**src/rtl/stage_execute.sv**
```systemverilog
// Execute stage: ALU, jump redirect, data-memory handshake and register-file
// forward/writeback ports; holds decode while a memory access is outstanding.
module stage_execute #(
    parameter logic [31:0] RESET_PC = 32'h00000000
) (
    input  logic        clk,
    input  logic        rst,
    input  logic [31:0] in_pc,
    input  logic [31:0] in_a,
    input  logic [31:0] in_b,
    input  logic [31:0] in_m,
    input  logic [3:0]  in_dest,
    input  logic [3:0]  in_aluop,
    input  logic        in_mem,
    input  logic        in_mem_write,
    input  logic        in_jump,
    output logic        stall_out,
    output logic        forward_valid,
    output logic [3:0]  forward_addr,
    output logic [31:0] forward_data,
    output logic [3:0]  wb_addr,
    output logic [31:0] wb_data,
    output logic        mem_req,
    output logic        mem_we,
    output logic [31:0] mem_addr,
    output logic [31:0] mem_wdata,
    input  logic        mem_ready,
    input  logic        mem_rvalid,
    input  logic [31:0] mem_rdata,
    output logic        redirect_valid,
    output logic [31:0] redirect_pc
);

    typedef enum logic {
        IDLE,
        WAIT
    } state_t;

    state_t      state;
    state_t      state_next;
    logic [31:0] alu_result;
    logic [31:0] link_pc;
    logic        is_load;
    logic        is_store;
    logic        wb_valid;

    // A jump overrides any memory flag that happens to be set alongside it.
    assign is_load      = in_mem & ~in_mem_write & ~in_jump;
    assign is_store     = in_mem &  in_mem_write & ~in_jump;
    assign link_pc      = in_pc + 32'd4;
    assign forward_addr = in_dest;
    assign mem_addr     = alu_result;
    assign mem_wdata    = in_m;

    always_comb begin
        alu_result = 32'd0;
        case (in_aluop)
            4'h0:    alu_result = in_a + in_b;
            4'h1:    alu_result = in_a - in_b;
            4'h2:    alu_result = in_a & in_b;
            4'h3:    alu_result = in_a | in_b;
            4'h4:    alu_result = in_a ^ in_b;
            4'h5:    alu_result = in_a << in_b[4:0];
            4'h6:    alu_result = in_a >> in_b[4:0];
            4'h7:    alu_result = $signed(in_a) >>> in_b[4:0];
            4'h8:    alu_result = {31'd0, $signed(in_a) < $signed(in_b)};
            4'h9:    alu_result = {31'd0, in_a < in_b};
            4'hA:    alu_result = in_b;
            default: alu_result = 32'd0;
        endcase
    end

    always_ff @(posedge clk) begin
        if (rst) begin
            state <= IDLE;
        end else begin
            state <= state_next;
        end
    end

    // A load leaves IDLE once its request is accepted; mem_rvalid seen in IDLE is ignored.
    always_comb begin
        state_next = state;
        case (state)
            IDLE:    if (is_load && mem_ready) state_next = WAIT;
            WAIT:    if (mem_rvalid) state_next = IDLE;
            default: state_next = IDLE;
        endcase
    end

    always_comb begin
        stall_out     = 1'b0;
        forward_valid = 1'b1;
        forward_data  = in_jump ? link_pc : alu_result;
        mem_req       = 1'b0;
        mem_we        = 1'b0;
        wb_valid      = 1'b0;
        case (state)
            IDLE: begin
                if (is_store) begin
                    mem_req   = 1'b1;
                    mem_we    = 1'b1;
                    stall_out = ~mem_ready;
                end else if (is_load) begin
                    mem_req       = 1'b1;
                    stall_out     = 1'b1;
                    forward_valid = 1'b0;
                end else begin
                    wb_valid = 1'b1;
                end
            end
            WAIT: begin
                stall_out     = ~mem_rvalid;
                forward_valid = mem_rvalid;
                forward_data  = mem_rdata;
                wb_valid      = mem_rvalid;
            end
            default: begin
                stall_out = 1'b0;
            end
        endcase
    end

    // wb_addr drops to 0 on every cycle that does not complete a register write.
    always_ff @(posedge clk) begin
        if (rst) begin
            wb_addr        <= 4'd0;
            wb_data        <= 32'd0;
            redirect_valid <= 1'b0;
            redirect_pc    <= RESET_PC;
        end else begin
            redirect_valid <= 1'b0;
            wb_addr        <= wb_valid ? in_dest : 4'd0;
            if (wb_valid) begin
                wb_data <= forward_data;
            end
            if (state == IDLE && in_jump) begin
                redirect_valid <= 1'b1;
                redirect_pc    <= alu_result;
            end
        end
    end

endmodule

```
**config.mk**
```make
export PLATFORM = sky130hd
export DESIGN_NAME = stage_execute
export DESIGN_NICKNAME = d
export VERILOG_FILES = /design/src/rtl/stage_execute.sv
export SDC_FILE = /design/constraint.sdc
export NUM_CORES = 1
export LEC_CHECK = 0
export BUFFER_PORTS_ARGS = -buffer_cell sky130_fd_sc_hd__buf_4
export CAP_MARGIN = 15
export CORE_MARGIN = 1
export CORE_UTILIZATION = 35
export DETAILED_ROUTE_END_ITERATION = 10
export PLACE_DENSITY_LB_ADDON = 0.2
export SKIP_LAST_GASP = 1
export SYNTH_ARGS = -nofsm -noshare
export SYNTH_HDL_FRONTEND = slang
export SYNTH_SLANG_ARGS = --single-unit
```
**constraint.sdc**
```tcl
create_clock -name clk -period 11.26 [get_ports clk]
set_input_delay 2.252 -clock clk [delete_from_list [all_inputs] [get_ports clk]]
set_output_delay 2.252 -clock clk [all_outputs]
set_load 0.01 [all_outputs]
```
# == After elaboration in Yosys (flattened, before gate mapping) ==
# Cells that the tools add are included.
# classes
n_addsub,3
order_cmp,2
eq_ne,10
shifts,3
mux,19
n_bitwise,13
reduce_logical,4
# op_table
cell,n
32-bit one-hot mux with 11 select lines,1
32-bit less-than comparator,2
32-bit two-way mux,2
"32-bit by 3-bit adder with 32-bit output, second input constant",1
32-bit adder,1
32-bit bitwise AND,1
32-bit OR,1
32-bit by 5-bit << shifter with 32-bit output,1
32-bit by 5-bit right shift with 32-bit output,1
32-bit by 5-bit >>> shifter with 32-bit output,1
32-bit subtractor,1
32-bit bitwise XOR,1
"4-bit by 3-bit equality test with 1-bit output, second input constant",4
"4-bit equality test, second input constant",3
1-bit two-way mux,12
"4-bit by 2-bit equality test with 1-bit output, second input constant",2
1-bit one-hot mux with 2 select lines,4
1-bit NOT,6
1-bit bitwise AND,4
"4-bit by 1-bit equality test with 1-bit output, second input constant",1
4-bit logical NOT,1
1-bit logical AND,2
2-bit OR reduction,1
# totals
ff_bits,70
in_bits,175

# == Depth between registers and ports, before layout ==
# Gate-level depths: netlist (run 1).
# logic_depth
depth_word,8
ltp_mapped,16
ltp_nobuf,13

# == Least setup slack after synthesis (run 1) ==
# Ideal clock, no wire load.
# synth_path
path_kind,input-to-output
from,input in_b[2]
to,output forward_data[30]
arrival_time_ps,5574
required_time_ps,9008
slack_ps,3434
cell_stages,15
n_path_buf,3
cell_sequence,buf_2 > inv_1 > buf_1 > buf_2 > ha_1 > nor2b_1 > o31ai_4 > a211o_1 > a311oi_2 > o21a_1 > o211a_1 > or4_1 > and3_1 > o31ai_2 > nand2_1
# synth_between
elab_chain_len,4
word_cells_on_any_way,8
classes_between,add/sub: 2; shift: 3; mux: 3
# synth_lines
item,line_no,rtl
"start, declared",10,"input logic [31:0] in_b,"
"32-bit subtractor, or another cell as far along",59,4'h1: alu_result = in_a - in_b;
32-bit one-hot mux with 11 select lines (*),57,case (in_aluop)
32-bit two-way mux (*),94,forward_data = in_jump ? link_pc : alu_result;
32-bit two-way mux (*),98,case (state)
"end, declared",20,"output logic [31:0] forward_data,"
# Every way passes the cells marked *; elsewhere a longest branch is shown, timed or not.

# == Worst setup path in the final report (run 1) ==
# layout_path
from,input in_b[4]
to,output forward_data[24]
# The elaborated chain is that of the path after synthesis.

==> flow_summary.json, run 1 <==
{
  "status": "finished clean",
  "clock.fmax_ghz": 0.112,
  "r2r_cells": 9,
  "yosys.area_share.simple_pct": 20.6,
  "ctsHoldBuffers": 0,
  "cts_setup_buffers": 0,
  "fp-row-count": 71,
  "maxCapViolations": 0,
  "clock_sinks": 70,
  "die_y_um": 199,
  "gp_congestion": 0.983,
  "synth_compound_area_share_pct": 30.7,
  "die_w_um": 199,
  "ys.flop_type": "dfxtp_1",
  "vias": 15733,
  "synth_mux_area_share_pct": 15.3,
  "r2r_slack_ns": 8.73,
  "initial_core_util_pct": 35.8,
  "slew_violations": 0,
  "grt_pass1_vias": 14375,
  "clockBufferDepth": 2,
  "worst_clock_skew_ns": 0.00692,
  "cts_tree": "yes",
  "fillers": 3993,
  "clkSlewWorstSetupHoldPaths_ns": 0.06,
  "synth_most_common_cell": "nor2_1",
  "route.detailed.drc": 0,
  "endpoint": "forward_data[24]",
  "synth_common_cells": "216 x nor2_1, 154 x nand2_1, 142 x a21oi_1",
  "cp.arrival_ns": 6.68,
  "rsz0062_at_grt": "no",
  "netlist_instances": 1866,
  "finalSetupViolations": 0,
  "dieArea_um2": 39600,
  "area_growth_pct": 17.0,
  "synth_edf_count": 0,
  "leakagePower_nw": 6.89,
  "tns_ns": 0,
  "synth_adder_area_share_pct": 9.77,
  "r2r-start": "state",
  "clockRootBuffer": "clkbuf_16",
  "synth_top_area_cell": "dfxtp_1",
  "utilization_pct": 41.9,
  "finalHoldViolCount": 0,
  "period_minus_slack_ns": 8.93,
  "endpoint_kind": "output pin",
  "synth_area_per_cell_um2": 7.29,
  "seqCellArea_um2": 1400,
  "ir_drop_v": 0.0000700,
  "synth_top_family_by_area": "compound AO/OA/AOI/OAI gates",
  "syn-cell-area_um2": 13600,
  "powerDensity_nw_per_um2": 85.3,
  "ios": 348,
  "cts_resized": 0,
  "synth_seq_cells": 70,
  "via_per_inst": 6.24,
  "tightest_slew_ns": 1.08,
  "synthArstFlopShare_pct": 0,
  "yosys_warnings": 0,
  "nets": 2284,
  "hp-class": "reg -> reg",
  "h-tree-depth": 3,
  "core-area_um2": 37900,
  "synth.area.top_cells": "dfxtp_1 10%, ha_1 9.5%, mux4_2 8.0%",
  "totalWireLength_um": 66500,
  "syn_nets": 2146,
  "ys_seq_area_share_pct": 10.3,
  "max-slew-margin-rel_pct": 27.8,
  "crit_start": "in_b[4]",
  "cp_max_fo": 62,
  "finalCritPeriodShare_pct": 79.3,
  "multi_input_area_um2": 10800,
  "synthXorXnorAreaFrac_pct": 2.77,
  "grt_pass1_wl_um": 96100,
  "first_pass_iters": 6,
  "reg2reg_to": "wb_data[9]",
  "antenna_found_initial": 1,
  "yosys.area.top_type_share_pct": 10.3,
  "cp-start-kind": "input pin",
  "grtUsageTotal_pct": 32.4,
  "cts_buffers": 9,
  "grt.overflow.total": 0,
  "place.detailed.hpwl_um": 51400,
  "synth.distinct_cells": 106,
  "antenna_left": 0,
  "clk_latency_ns": 0.35,
  "drive_gt1_share_pct": 22.1,
  "grt_max_degree": 72,
  "numPortBuffers": 283,
  "required_ns": 9.01,
  "wl_per_cell_um": 26.4,
  "path_class": "in -> out",
  "initialDrtViolationCount": 1803
}
-- critical path: stages --
cell and delay [ns]:
buf_4 0.53, inv_1 0.46, ha_1 0.60, nor2b_1 0.17, or4b_1 0.55, o211ai_1 0.24
o221a_2 0.30, a21oi_4 0.11, nor2_1 0.13, nor3_1 0.06, o21ai_0 0.72, o21ai_0 0.15
o21ai_0 0.19, buf_4 0.15
-- sequential cells by signal (all words and copies together), names as in the netlist --
name            flops
state               1
wb_data            32
redirect_valid      1
redirect_pc        32
wb_addr             4
-- where the power goes --
group | total, mW | internal (mW) | switching, mW
logic | 0.779 | 0.299 | 0.480
registers | 0.282 | 0.271 | 0.0115
clock network | 0.295 | 0.177 | 0.118
-- cell usage in the layout, fill, tap and decap left out, types with 28 or more instances in the layout --
master	count
a211oi_1	37
nand2_1	154
buf_4	309
nand3_1	38
nor3_1	63
mux4_2	48
a21oi_1	142
ha_1	103
inv_1	114
dfxtp_1	69
mux2i_1	66
o21ai_0	133
nor2_1	214
xnor2_1	28
-- routing by layer --
metal,routed length [um],GRT usage [%]
met4,1490,7.64
met5,0,0
met1,29400,46.4
met3,5600,5.86
met2,30000,49.8
-- area by class of cell --
| cell class | count | share of cell area [%] |
|---|---|---|
| clock buffer | 10 | 1.50 |
| sequential | 70 | 8.82 |
| antenna | 1 | 0.0157 |
| tap | 511 | 4.02 |
| inverter | 120 | 2.83 |
| clock inverter | 6 | 0.385 |
| timing repair buffer | 309 | 14.6 |
| multi-input combinational | 1494 | 67.8 |
-- worst min path at each step --
stage	endpoint	depth (start not counted)	slack [ns]	from
2_1_floorplan	wb_data[14]	2	0.48	wb_data[14]
3_3_place_gp	wb_data[14]	2	0.46	wb_data[14]
3_5_place_dp	wb_data[14]	2	0.46	wb_data[14]
4_1_cts	wb_data[14]	2	0.46	wb_data[14]
5_1_grt	wb_data[14]	2	0.49	wb_data[14]
6_report	wb_data[14]	2	0.46	wb_data[14]
-- cells by family after synthesis --
| family | after synthesis |
|---|---|
| compound gates | 607 |
| simple gates | 604 |
| mux | 135 |
| buf+inv | 302 |
| xor+xnor | 43 |
| fa+ha+maj | 105 |
| flops | 70 |
-- metrics by stage --
stage | power [mW] | setup WS [ns] | cell area (um2) | hold slack [ns] | cells
after floorplan | 0.742 | 3.43 | 13600 | 0.476 | 1866
after global placement | 1.05 | 2.45 | 15600 | 0.456 | 2504
after detailed placement | 1.05 | 2.41 | 15600 | 0.457 | 2504
after CTS | 1.35 | 2.38 | 15900 | 0.465 | 2520
after global routing | 1.42 | 2.06 | 15900 | 0.487 | 2520
final | 1.36 | 2.33 | 15900 | 0.463 | 2521
Note: power is estimated with default switching activity, not from simulation.
==> run 2: changes to the inputs <==
- ABC_AREA: not set -> 1
- clock period: 11.26 -> 8.9 ns (I/O delays scaled with it)
==> run 2 against run 1 <==
- first-iteration DRC count is 42% higher
- global-route usage rose by 2.1 points
- sequential cell count is the same
- synthesized area up 10%
- synthesized cell count grew 51%
- core utilization decreased by 1.1 points
- cell area rose by 8.2%
- setup slack worse by 0.65 ns
- total power is 29% higher
- critical endpoint is now forward_data[11]
==> flow_summary.json, run 2 <==
{
  "status": "finished clean",
  "cp-start-kind": "input pin",
  "cts_resized": 0,
  "initialDrtViolationCount": 2565,
  "synth_seq_cells": 70,
  "grtUsageTotal_pct": 34.5,
  "antenna_found_initial": 1,
  "ctsHoldBuffers": 0,
  "reg_top3": "redirect_pc (32), wb_data (32), wb_addr (4)",
  "place.detailed.hpwl_um": 63200,
  "finalCritPeriodShare_pct": 81.1,
  "ios": 348,
  "yosys_warnings": 0,
  "endpoint_kind": "output pin",
  "cp.arrival_ns": 5.44,
  "slew_violations": 0,
  "gp_congestion": 1.03,
  "path_class": "in -> out",
  "route.detailed.drc": 0,
  "clockRootBuffer": "clkbuf_16",
  "tightest_slew_ns": 1.06,
  "grt.overflow.total": 0,
  "grt_pass1_wl_um": 114000,
  "cts_setup_buffers": 0,
  "period_minus_slack_ns": 7.22,
  "finalSetupViolations": 0,
  "synth_top_area_cell": "nand2_1",
  "syn-cell-area_um2": 15000,
  "ys_seq_area_share_pct": 9.35,
  "final_common_cell": "nand2_1",
  "synth.area.top_cells": "nand2_1 22%, nand3_1 12%, inv_1 10%",
  "ir_drop_v": 0.0000813,
  "clk_latency_ns": 0.34,
  "antenna_left": 0,
  "ys.flop_type": "dfxtp_1",
  "die_w_um": 209,
  "place_area_um2": 16900,
  "clkSlewWorstSetupHoldPaths_ns": 0.06,
  "fp-row-count": 75,
  "yosys.area.top_type_share_pct": 22.1,
  "synth_area_per_cell_um2": 5.32,
  "leakagePower_nw": 9.81,
  "tns_ns": 0,
  "clock_sinks": 70,
  "initial_core_util_pct": 35.6,
  "rsz0062_at_grt": "no",
  "die_y_um": 209,
  "core-area_um2": 42100,
  "synth.distinct_cells": 64,
  "grt_max_degree": 74,
  "via_per_inst": 5.55,
  "syn_nets": 3098,
  "clockBufferDepth": 2,
  "powerDensity_nw_per_um2": 102,
  "hp-class": "reg -> reg",
  "synthArstFlopShare_pct": 0,
  "cts_tree": "yes",
  "wl_per_cell_um": 22.0,
  "grt_pass1_vias": 17676,
  "synth_common_cells": "884 x nand2_1, 406 x inv_1, 363 x nand3_1",
  "area_growth_pct": 14.8,
  "dieArea_um2": 43700,
  "first_pass_iters": 6,
  "vias": 19488,
  "synth_most_common_cell": "nand2_1",
  "h-tree-depth": 3,
  "nets": 3246,
  "clock.fmax_ghz": 0.139,
  "totalWireLength_um": 77400,
  "netlist_instances": 2818,
  "cts_buffers": 9,
  "drive_gt1_share_pct": 14.7,
  "required_ns": 7.12,
  "finalHoldViolCount": 0,
  "cp_max_fo": 73,
  "maxCapViolations": 0,
  "numPortBuffers": 283,
  "layout_common_cells": "884 x nand2_1, 406 x inv_1, 363 x nand3_1",
  "worst_clock_skew_ns": 0.00568,
  "utilization_pct": 40.8,
  "max-slew-margin-rel_pct": 29.3,
  "final_area_um2": 17200,
  "synth_edf_count": 0
}
[run 2: cell count changes in the layout (fill, tap and decap cells not counted), sizes merged, moves of 28 or more]
cell / previous run / this run
xnor2: 28 / 0
nand3: 39 / 386
mux2i: 67 / 0
a211oi: 39 / 4
a21oi: 144 / 96
nor3: 65 / 30
inv: 117 / 432
nor2: 217 / 288
mux4: 55 / 0
o22ai: 13 / 42
nand2: 154 / 905
[run 2: final timing paths]
check / startpoint / to / slack [ns] / depth (start not counted)
setup / recovery: in_b[1] / forward_data[11] / 1.68 / 15
hold / removal: redirect_pc[18] / redirect_pc[18] / 0.55 / 2
setup reg to reg: state / wb_data[25] / 6.59 / 9
hold reg to reg: redirect_pc[18] / redirect_pc[18] / 0.55 / 2
[run 2: power breakdown]
part	switching [mW]	total, mW	internal (mW)
Clock	0.156	0.391	0.235
Combinational	0.685	1.01	0.321
Sequential	0.0146	0.355	0.340
[run 2: metal layers]
| layer | vias up | GRT usage, % | part of all wire (%) |
|---|---|---|---|
| li1 | 9284 | - | - |
| met1 | 8968 | 45.9 | 43 |
| met2 | 1084 | 55.0 | 44 |
| met3 | 152 | 4.36 | 8.1 |
| met4 | 0 | 16.5 | 5.0 |
| met5 | - | 0 | 0 |
[run 2: layout make-up]
class	instances	area, um2
diodes	1	2.50
repair buffers	294	2210
flip-flops and latches	70	1400
clock buffers	11	253
well taps	539	674
multi-input cells	2158	11000
clock inverters	5	63.8
fillers	4727	24900
inverters	433	1640
[run 2: cells by family (layout without fill, tap and decap cells)]
kind of cell	count (synthesis)	after routing	share of synthesized area (%)
simple gates	1669	1669	49.3
fa+ha+maj	105	105	8.87
buf+inv	590	743	17.5
other cells	0	1	0
compound gates	383	383	14.9
xor+xnor	1	1	0.0585
flops	70	70	9.35
[run 2: metrics by stage]
stage / setup slack [ns] / hold WS, ns / std cells / power [mW]
floorplan: 3.22 / 0.557 / 2818 / 0.942
global placement: 1.87 / 0.512 / 3494 / 1.34
detailed placement: 1.78 / 0.529 / 3494 / 1.34
CTS: 1.78 / 0.546 / 3510 / 1.74
global route: 1.51 / 0.588 / 3510 / 1.85
finish: 1.68 / 0.550 / 3511 / 1.75
[run 2: worst max-delay path: stages]
cell and delay (ns):
buf_4 0.57, inv_4 0.47, ha_1 0.49, inv_1 0.08, nand3_1 0.07, nand3_1 0.14, nand2_1 0.15, nand3_1 0.26
nor2_1 0.17, o21ai_1 0.08, nor2_1 0.29, nand3_1 0.39, nand2_1 0.19, nand2_1 0.07, buf_4 0.14
==> run 3: changes to the inputs <==
- ABC_AREA: 1 -> 0
- clock period: 8.9 -> 5.9 ns (I/O delays scaled with it)
==> run 3 against run 2 <==
- the flow now finishes with violations (design-rule violations)
- via count decreased by 17%
- sequential cell count unchanged
- critical path depth decreased by 1
- clock power increased by 44%
- cell area decreased by 3.2%
- final cell count decreased by 26%
- sequential power increased by 52%
- clock skew increased by 0.0028 ns
- clock-buffer cell count decreased by 2
- critical endpoint is now forward_data[30]
==> flow_summary.json, run 3 (synthesis results as in run 1) <==
{
  "dieArea_um2": 39600,
  "powerDensity_nw_per_um2": 160,
  "maxCapViolations": 0,
  "crit_buf_inv": 3,
  "gp_congestion": 1.01,
  "vias": 16154,
  "totalWireLength_um": 67000,
  "cp_max_fo": 12,
  "ios": 348,
  "finalCritPeriodShare_pct": 97.1,
  "layout_common_cells": "397 x buf_4, 214 x nor2_1, 154 x nand2_1",
  "max-slew-margin-rel_pct": 24.7,
  "cp.arrival_ns": 4.55,
  "swShare_pct": 44.5,
  "clkSlewWorstSetupHoldPaths_ns": 0.06,
  "ctsHoldBuffers": 0,
  "r2r_slack_ns": 3.19,
  "p_int_mw": 1.48,
  "clock.fmax_ghz": 0.175,
  "h-tree-depth": 3,
  "violations": "design-rule violations",
  "whs_ns": 0.469,
  "pwr-share-seq_pct": 20.2,
  "numPortBuffers": 283,
  "first_pass_iters": 11,
  "place_area_um2": 16300,
  "cp.depth": 14,
  "critPathSlowestCell": "or4_1",
  "r2r-start": "state",
  "grt_pass1_wl_um": 97600,
  "period_minus_slack_ns": 5.73,
  "finalSetupViolations": 0,
  "grt_max_degree": 72,
  "route.detailed.drc": 2,
  "clk_latency_ns": 0.35,
  "finalHoldViolCount": 0,
  "endpoint_kind": "output pin",
  "via_per_inst": 6.18,
  "final_common_cell": "buf_4",
  "die_y_um": 199,
  "crit_path_frequent_cell": "buf_4",
  "wl_per_cell_um": 25.7,
  "fp-row-count": 71,
  "utilization_pct": 43.9,
  "critical_path.top_delay_family": "compound AO/OA/AOI/OAI gates",
  "leakagePower_nw": 7.34,
  "tightest_slew_ns": 1.13,
  "endpoint": "forward_data[30]",
  "tns_ns": 0,
  "grt_pass1_vias": 14984,
  "place.detailed.hpwl_um": 53400,
  "status": "complete, but fails checks",
  "nets": 2376,
  "clockBufferDepth": 2,
  "worst_clock_skew_ns": 0.00849,
  "p_sw_mw": 1.19,
  "initialDrtViolationCount": 1804,
  "cts_setup_buffers": 0,
  "grt.overflow.total": 0,
  "core-area_um2": 37900,
  "path_class": "in -> out",
  "r2r_cells": 7,
  "required_ns": 4.72,
  "cp-start-kind": "input pin",
  "reg2reg_to": "wb_data[9]",
  "area_growth_pct": 22.4,
  "ir_drop_v": 0.000164,
  "rsz0062_at_grt": "no",
  "max_stage_delay_ns": 0.65,
  "die_w_um": 199,
  "clockRootBuffer": "clkbuf_16",
  "cts_tree": "yes",
  "final_area_um2": 16600,
  "p_comb_share_pct": 58.7,
  "antenna_left": 0,
  "antenna_found_initial": 1,
  "clock_sinks": 70,
  "crit_start": "in_a[15]",
  "drive_gt1_share_pct": 25.5,
  "hp-class": "reg -> reg",
  "reg_top3": "redirect_pc (32), wb_data (32), wb_addr (4)",
  "cts_buffers": 9,
  "grtUsageTotal_pct": 32.8,
  "worstPathCellList": "buf_4 -> inv_1 -> ha_1 -> or4_1 -> nor3_2 -> o211ai_1 -> o221a_2 -> a21oi_4 -> a31oi_1 -> xor2_1 -> a21o_1 -> o31ai_2 -> nand2_1 -> buf_4",
  "power_frac_clock_pct": 21.1,
  "initial_core_util_pct": 35.8,
  "slew_violations": 0
}
[run 3: changes by cell type in the layout (fill, tap and decap cells not counted), moves of 36 or more]
cell / delta
nand3_1: -325
nor2_1: -47
mux2i_1: +66
mux4_2: +48
nand2_1: -730
buf_4: +103
nor3_1: +36
a21oi_1: +53
inv_1: -292
[run 3: layer usage]
layer | GRT usage [%] | up-vias | share of wire (%)
met4 | 10.1 | 2 | 3.2
li1 | - | 7313 | -
met1 | 46.5 | 7864 | 44
met5 | 0 | - | 0.019
met3 | 5.47 | 113 | 8.4
met2 | 50.4 | 862 | 45
[run 3: what timing repair did]
item	CTS	global route
hold endpoints to repair	0	0
gates resized for setup	0	1
setup endpoints to repair	0	2
[run 3: power groups by stage]
stage / sequential [mW] / clock [mW] / combinational, mW
floorplan: 0.566 / 0 / 0.850
global placement: 0.547 / 0 / 1.53
detailed placement: 0.549 / 0 / 1.53
CTS: 0.539 / 0.569 / 1.54
global route: 0.544 / 0.595 / 1.67
finish: 0.539 / 0.562 / 1.56
[run 3: through the flow]
step / worst slack, ns / power [mW] / std cells
floorplan: 0.218 / 1.42 / 1866
global placement: 0.149 / 2.07 / 2596
detailed placement: 0.151 / 2.08 / 2596
CTS: 0.148 / 2.65 / 2612
global route: 0.0557 / 2.80 / 2612
finish: 0.171 / 2.67 / 2613
[run 3: layout make-up]
cell class | count | area (um2)
Fill cell | 3978 | 21300
Multi-Input combinational cell | 1494 | 10800
Timing Repair Buffer | 401 | 3060
Sequential cell | 70 | 1400
Tap cell | 511 | 639
Inverter | 120 | 450
Clock buffer | 9 | 225
Clock inverter | 7 | 72.6
Antenna cell | 1 | 2.50
[run 3: tightest hold or removal path: cells and delay by family, from the launching register on]
| kind | cells | cell delay, ns |
|---|---|---|
| DFF | 1 | 0.31 |
| and+or+nand+nor | 1 | 0.06 |
| AOI/OAI and AO/OA | 1 | 0.05 |
[run 3: worst min-delay path by stage]
stage          depth (start not counted)              end  slack, ns             from
2_1_floorplan                          2      wb_data[14]       0.48      wb_data[14]
3_3_place_gp                           2      wb_data[14]       0.46      wb_data[14]
3_5_place_dp                           2      wb_data[14]       0.46      wb_data[14]
4_1_cts                                2      wb_data[14]       0.47      wb_data[14]
5_1_grt                                2  redirect_pc[10]       0.52  redirect_pc[10]
6_report                               2      wb_data[14]       0.47      wb_data[14]
